`config.mk`:
```
export PLATFORM = sky130hd
export DESIGN_NAME = floor_request_tracker
export DESIGN_NICKNAME = d
export VERILOG_FILES = /design/src/rtl/floor_request_tracker.sv
export SDC_FILE = /design/constraint.sdc
export NUM_CORES = 1
export LEC_CHECK = 0
export BUFFER_PORTS_ARGS = -buffer_cell sky130_fd_sc_hd__buf_4
export CAP_MARGIN = 0
export CORE_MARGIN = 2
export CORE_UTILIZATION = 50
export CTS_CLUSTER_SIZE = 25
export DETAILED_ROUTE_END_ITERATION = 10
export PLACE_DENSITY = 0.78
export SYNTH_ARGS = -nofsm -noshare
export SYNTH_HDL_FRONTEND = slang
export SYNTH_SLANG_ARGS = --single-unit
```
`constraint.sdc`:
```
create_clock -name clk -period 2.2 [get_ports clk]
set_input_delay 0.33 -clock clk [delete_from_list [all_inputs] [get_ports clk]]
set_output_delay 0.33 -clock clk [all_outputs]
set_load 0.05 [all_outputs]
```
`src/rtl/floor_request_tracker.sv`:
```
// Latches hall/cabin requests, tracks the one-hot cab position and derives the control FSM's request flags.
// Flags are combinational from registered state; one floor step per TRAVEL cycles; no backpressure.
module floor_request_tracker #(
  parameter int N      = 10,
  parameter int TRAVEL = 8
) (
  input  logic         clk,
  input  logic         rst,
  input  logic [N-1:0] button_out,
  input  logic [N-1:0] button_in,
  input  logic         open,
  input  logic         up,
  input  logic         down,
  output logic [N-1:0] current_floor,
  output logic         request_i,
  output logic         request_j_gt_i,
  output logic         request_j_lt_i,
  output logic [N-1:0] pending,
  output logic         arrive,
  output logic         move_err
);

  localparam int TW = $clog2(TRAVEL) + 1;
  localparam logic [TW-1:0] TLAST = TW'(TRAVEL - 1);
  localparam logic [N-1:0]  ONE   = N'(1);

  typedef enum logic [1:0] {IDLE, MOVING_UP, MOVING_DOWN} state_t;

  state_t        state, state_nx;
  logic [TW-1:0] tcnt, tcnt_nx;
  logic [N-1:0]  floor_nx, pend_nx, above_mask, below_mask;
  logic          arrive_nx, err_nx;
  logic          at_top, at_bot, go_up, go_dn, step_up, step_dn, cnt_done;

  assign at_top = current_floor[N-1];
  assign at_bot = current_floor[0];
  assign go_up  = up & ~down & ~open;
  assign go_dn  = down & ~up & ~open;

  // A move may start from IDLE or continue in the same direction; anything else aborts.
  assign step_up  = (state == IDLE || state == MOVING_UP) && go_up && !at_top;
  assign step_dn  = (state == IDLE || state == MOVING_DOWN) && go_dn && !at_bot;
  assign cnt_done = (tcnt == TLAST);

  assign err_nx = (up & at_top) | (down & at_bot) | (up & down) | ((up | down) & open);

  // Door-open clear at the current floor takes priority over a new press there.
  assign pend_nx = (pending | button_out | button_in) & ~(open ? current_floor : '0);

  always_comb begin
    state_nx  = state;
    tcnt_nx   = tcnt;
    floor_nx  = current_floor;
    arrive_nx = 1'b0;
    if (step_up) begin
      if (cnt_done) begin
        floor_nx  = current_floor << 1;
        tcnt_nx   = '0;
        arrive_nx = 1'b1;
        state_nx  = current_floor[N-2] ? IDLE : MOVING_UP;
      end else begin
        tcnt_nx  = tcnt + TW'(1);
        state_nx = MOVING_UP;
      end
    end else if (step_dn) begin
      if (cnt_done) begin
        floor_nx  = current_floor >> 1;
        tcnt_nx   = '0;
        arrive_nx = 1'b1;
        state_nx  = current_floor[1] ? IDLE : MOVING_DOWN;
      end else begin
        tcnt_nx  = tcnt + TW'(1);
        state_nx = MOVING_DOWN;
      end
    end else begin
      state_nx = IDLE;
      tcnt_nx  = '0;
    end
  end

  always_ff @(posedge clk or posedge rst) begin
    if (rst) begin
      state         <= IDLE;
      tcnt          <= '0;
      current_floor <= ONE;
      pending       <= '0;
      arrive        <= 1'b0;
      move_err      <= 1'b0;
    end else begin
      state         <= state_nx;
      tcnt          <= tcnt_nx;
      current_floor <= floor_nx;
      pending       <= pend_nx;
      arrive        <= arrive_nx;
      move_err      <= err_nx;
    end
  end

  // At the top floor the shift wraps to zero, so the above-mask correctly becomes empty.
  assign above_mask = ~((current_floor << 1) - ONE);
  assign below_mask = current_floor - ONE;

  assign request_i      = |(pending & current_floor);
  assign request_j_gt_i = |(pending & above_mask);
  assign request_j_lt_i = |(pending & below_mask);

endmodule

```
==> out/summary.txt <==
Outcome = complete, but fails checks
Violations in the final reports = setup timing
Max-slew headroom = 44.9%
Avg WL per Cell = 15.4 um
Fmax achieved = 387 MHz
Remaining DRCs = 0
Max-cap violations = 0
GRT Overall Usage = 24.2%
Share of post-route cells with drive strength above 1 = 37.0%
Family with the most delay on the worst path = compound AO/OA/AOI/OAI gates
CTS tree = built
IO buf count = 49
Final nets = 258
Slew @ Worst Pin = 0.826 ns
Drt total wl = 4220 um
Hold buffers post-CTS = 0
Hold Path Class = input port to async pin
Placement Setup Slack = 0.0110 ns
Worst path buffer plus inverter count = 2
DPL Wire Length = 3050 um
Finished Core Util = 70.9%
Worst-path clk slew = 0.16 ns
Worst setup EP type = output pin
Commonest non-fill, non-tap cell in the layout = buf_4
CP Launch Type = flop
Rows = 20
GPL Wtd Cong = 0.839
Gr ovfl total = 0
DP Cell Count = 267
Top_reg_cell synth = dfrtp_1
P&R area growth vs syn = 35.1%
Post-Syn Nets = 203
Seq cells post-synth = 28
Crit Path Category = flop to output pin
Via count = 1591
Unrepaired setup endpoints after global routing = yes
Clk_lat worst skew = 0.34 ns
VDD IR-drop max = 0.000413 V
Clock Path Buffers = 2
Crit-path cells = inv_4 > ha_4 > xnor2_1 > a222oi_1 > o21ai_1 > a221oi_2 > nand3_4 > buf_8
Die area = 3670 um^2
P_leak = 0.938 nW
CP max FO = 5
Die Ht = 60.6 um
Layout Skew = 0.0136 ns
Sequential share of the synthesized area = 43.8%
CTS Buf Count = 3
Synth Instances = 176
Top post-synthesis cells by area = dfrtp_1 42%, a21oi_1 6.6%, nand2_1 4.5%
1st-pass router iterations = 4
Htree depth = 1
Final setup viols = 2
Initial antenna violation count = 0
Most frequent cells in the layout = 58 x buf_4, 25 x dfrtp_1, 20 x a21oi_1, 19 x nand2_1, 17 x nor2_1
Avg Vias per Cell = 5.81
Pwr dens = 623 nW/um^2
Final Hold Violating Endpoints = 0
Arrival @ worst endpoint = 2.26 ns
IO Pins = 50
Yosys cell types = 43
Largest net degree at the start of global routing = 22
Clock Tree Root = clkbuf_4
Filler cells = 244
Final worst path period share = 118%
Yosys top cell area share = 42.2%
Worst path required time = 1.87 ns
Vias in the first global route = 1490
Worst path slowest cell = dfstp_2
# diodes = 0
EDFF count, synth = 0
First-pass GRT wire length = 6730 um
Final critical-path required period = 2.59 ns
Non-filler cells, final = 274
Largest area contributor in the netlist = dfrtp_1
Routed Antenna Nets = 0
Fin Setup TNS = -0.681 ns
Crit-path max cell delay = 0.59 ns
Initial Utilization = 52.5%
Avg Inst Size Synth = 9.10 um^2
CTS sink cnt = 28
Initial DRC Count = 124
CORE AREA = 3050 um^2
YS warnings = 0
Die W = 60.6 um
Synthesized cell area = 1600 um^2
Synth async-reset ratio = 100%
Fin. max-slew vios = 0
Final worst setup slack = -0.385 ns
## stage by stage
stage / cell area [um^2] / hold WS (ns) / power (mW)
global route: 2160 / 0.189 / 1.41
finish: 2160 / 0.126 / 1.35
CTS: 2130 / 0.151 / 1.34
global placement: 2050 / 0.458 / 0.979
floorplan: 1640 / 0.395 / 0.857
detailed placement: 2050 / 0.479 / 0.989
## state kept, by name, indices dropped and copies added (netlist names)
name           count
arrive             1
move_err           1
pending           10
tcnt               4
current_floor     10
state              2
## worst paths after layout
check | start | endpoint | slack, ns | cells after the start
hold reg to reg | tcnt[0]$_DFF_PP0_ | tcnt[0]$_DFF_PP0_ | 0.50 | 1
max in group asynchronous | rst | state[0]$_DFF_PP0_ | 1.44 | 3
hold / removal | rst | pending[0]$_DFF_PP0_ | 0.13 | 2
setup reg to reg | current_floor[0]$_DFFE_PP1P_ | current_floor[1]$_DFFE_PP0P_ | 0.28 | 7
setup / recovery | current_floor[0]$_DFFE_PP1P_ | request_j_gt_i | -0.39 | 8
min in group clk | button_in[1] | pending[1]$_DFF_PP0_ | 0.23 | 3
## repair_timing
item / CTS / global route
setup buffers: 1 / 2
resized for setup: 6 / 4
pin swaps: 4 / 3
setup endpoints to repair: 2 / 2
## where the power goes
part | switching [mW] | internal [mW]
combinational | 0.242 | 0.168
sequential | 0.0491 | 0.543
clock | 0.161 | 0.184
total | 0.453 | 0.896
## cells by family (layout without fill, tap and decap cells)
kind of cell / after synthesis / count (layout) / synth area share [%]
and+or+nand+nor: 73 / 73 / 24.9
AOI/OAI and AO/OA: 47 / 47 / 19.6
adders and majority gates: 2 / 2 / 1.56
buffers and inverters: 20 / 74 / 6.80
DFF: 28 / 28 / 43.8
xor gates and xnor gates: 6 / 6 / 3.28
## routing by layer
metal / up-vias / track usage (%) / share of wire [%]
li1: 740 / - / -
met1: 770 / 31.1 / 40
met2: 73 / 41.2 / 52
met3: 8 / 2.77 / 7.2
met4: 0 / 10.6 / 1.3
met5: - / 0 / 0
## synth_stat cells, types with 2 or more instances
library cell,n
o21ai_0,2
nor3_1,13
nor4b_1,2
a22oi_1,3
a222oi_1,2
ha_1,2
o21ai_1,2
nand2_1,19
xnor2_1,4
clkbuf_1,3
buf_2,3
a21oi_1,21
dfrtp_1,27
nor2_1,17
nand3_1,3
a31oi_1,6
and2_1,3
a32o_1,2
buf_6,4
nand4_1,2
nor3_2,2
nand2b_1,2
xor2_1,2
nand2_2,2
inv_1,10
## final cells by class
| cell class | count | area [um^2] | share of cell area [%] |
|---|---|---|---|
| clock buffer | 3 | 22.5 | 1.04 |
| timing repair buffer | 60 | 462 | 21.3 |
| sequential | 28 | 704 | 32.6 |
| multi-input combinational | 128 | 850 | 39.3 |
| inverter | 10 | 40.0 | 1.85 |
| tap | 44 | 55.1 | 2.54 |
| clock inverter | 1 | 30.0 | 1.39 |
No activity file was read; power rests on OpenSTA's default activity.
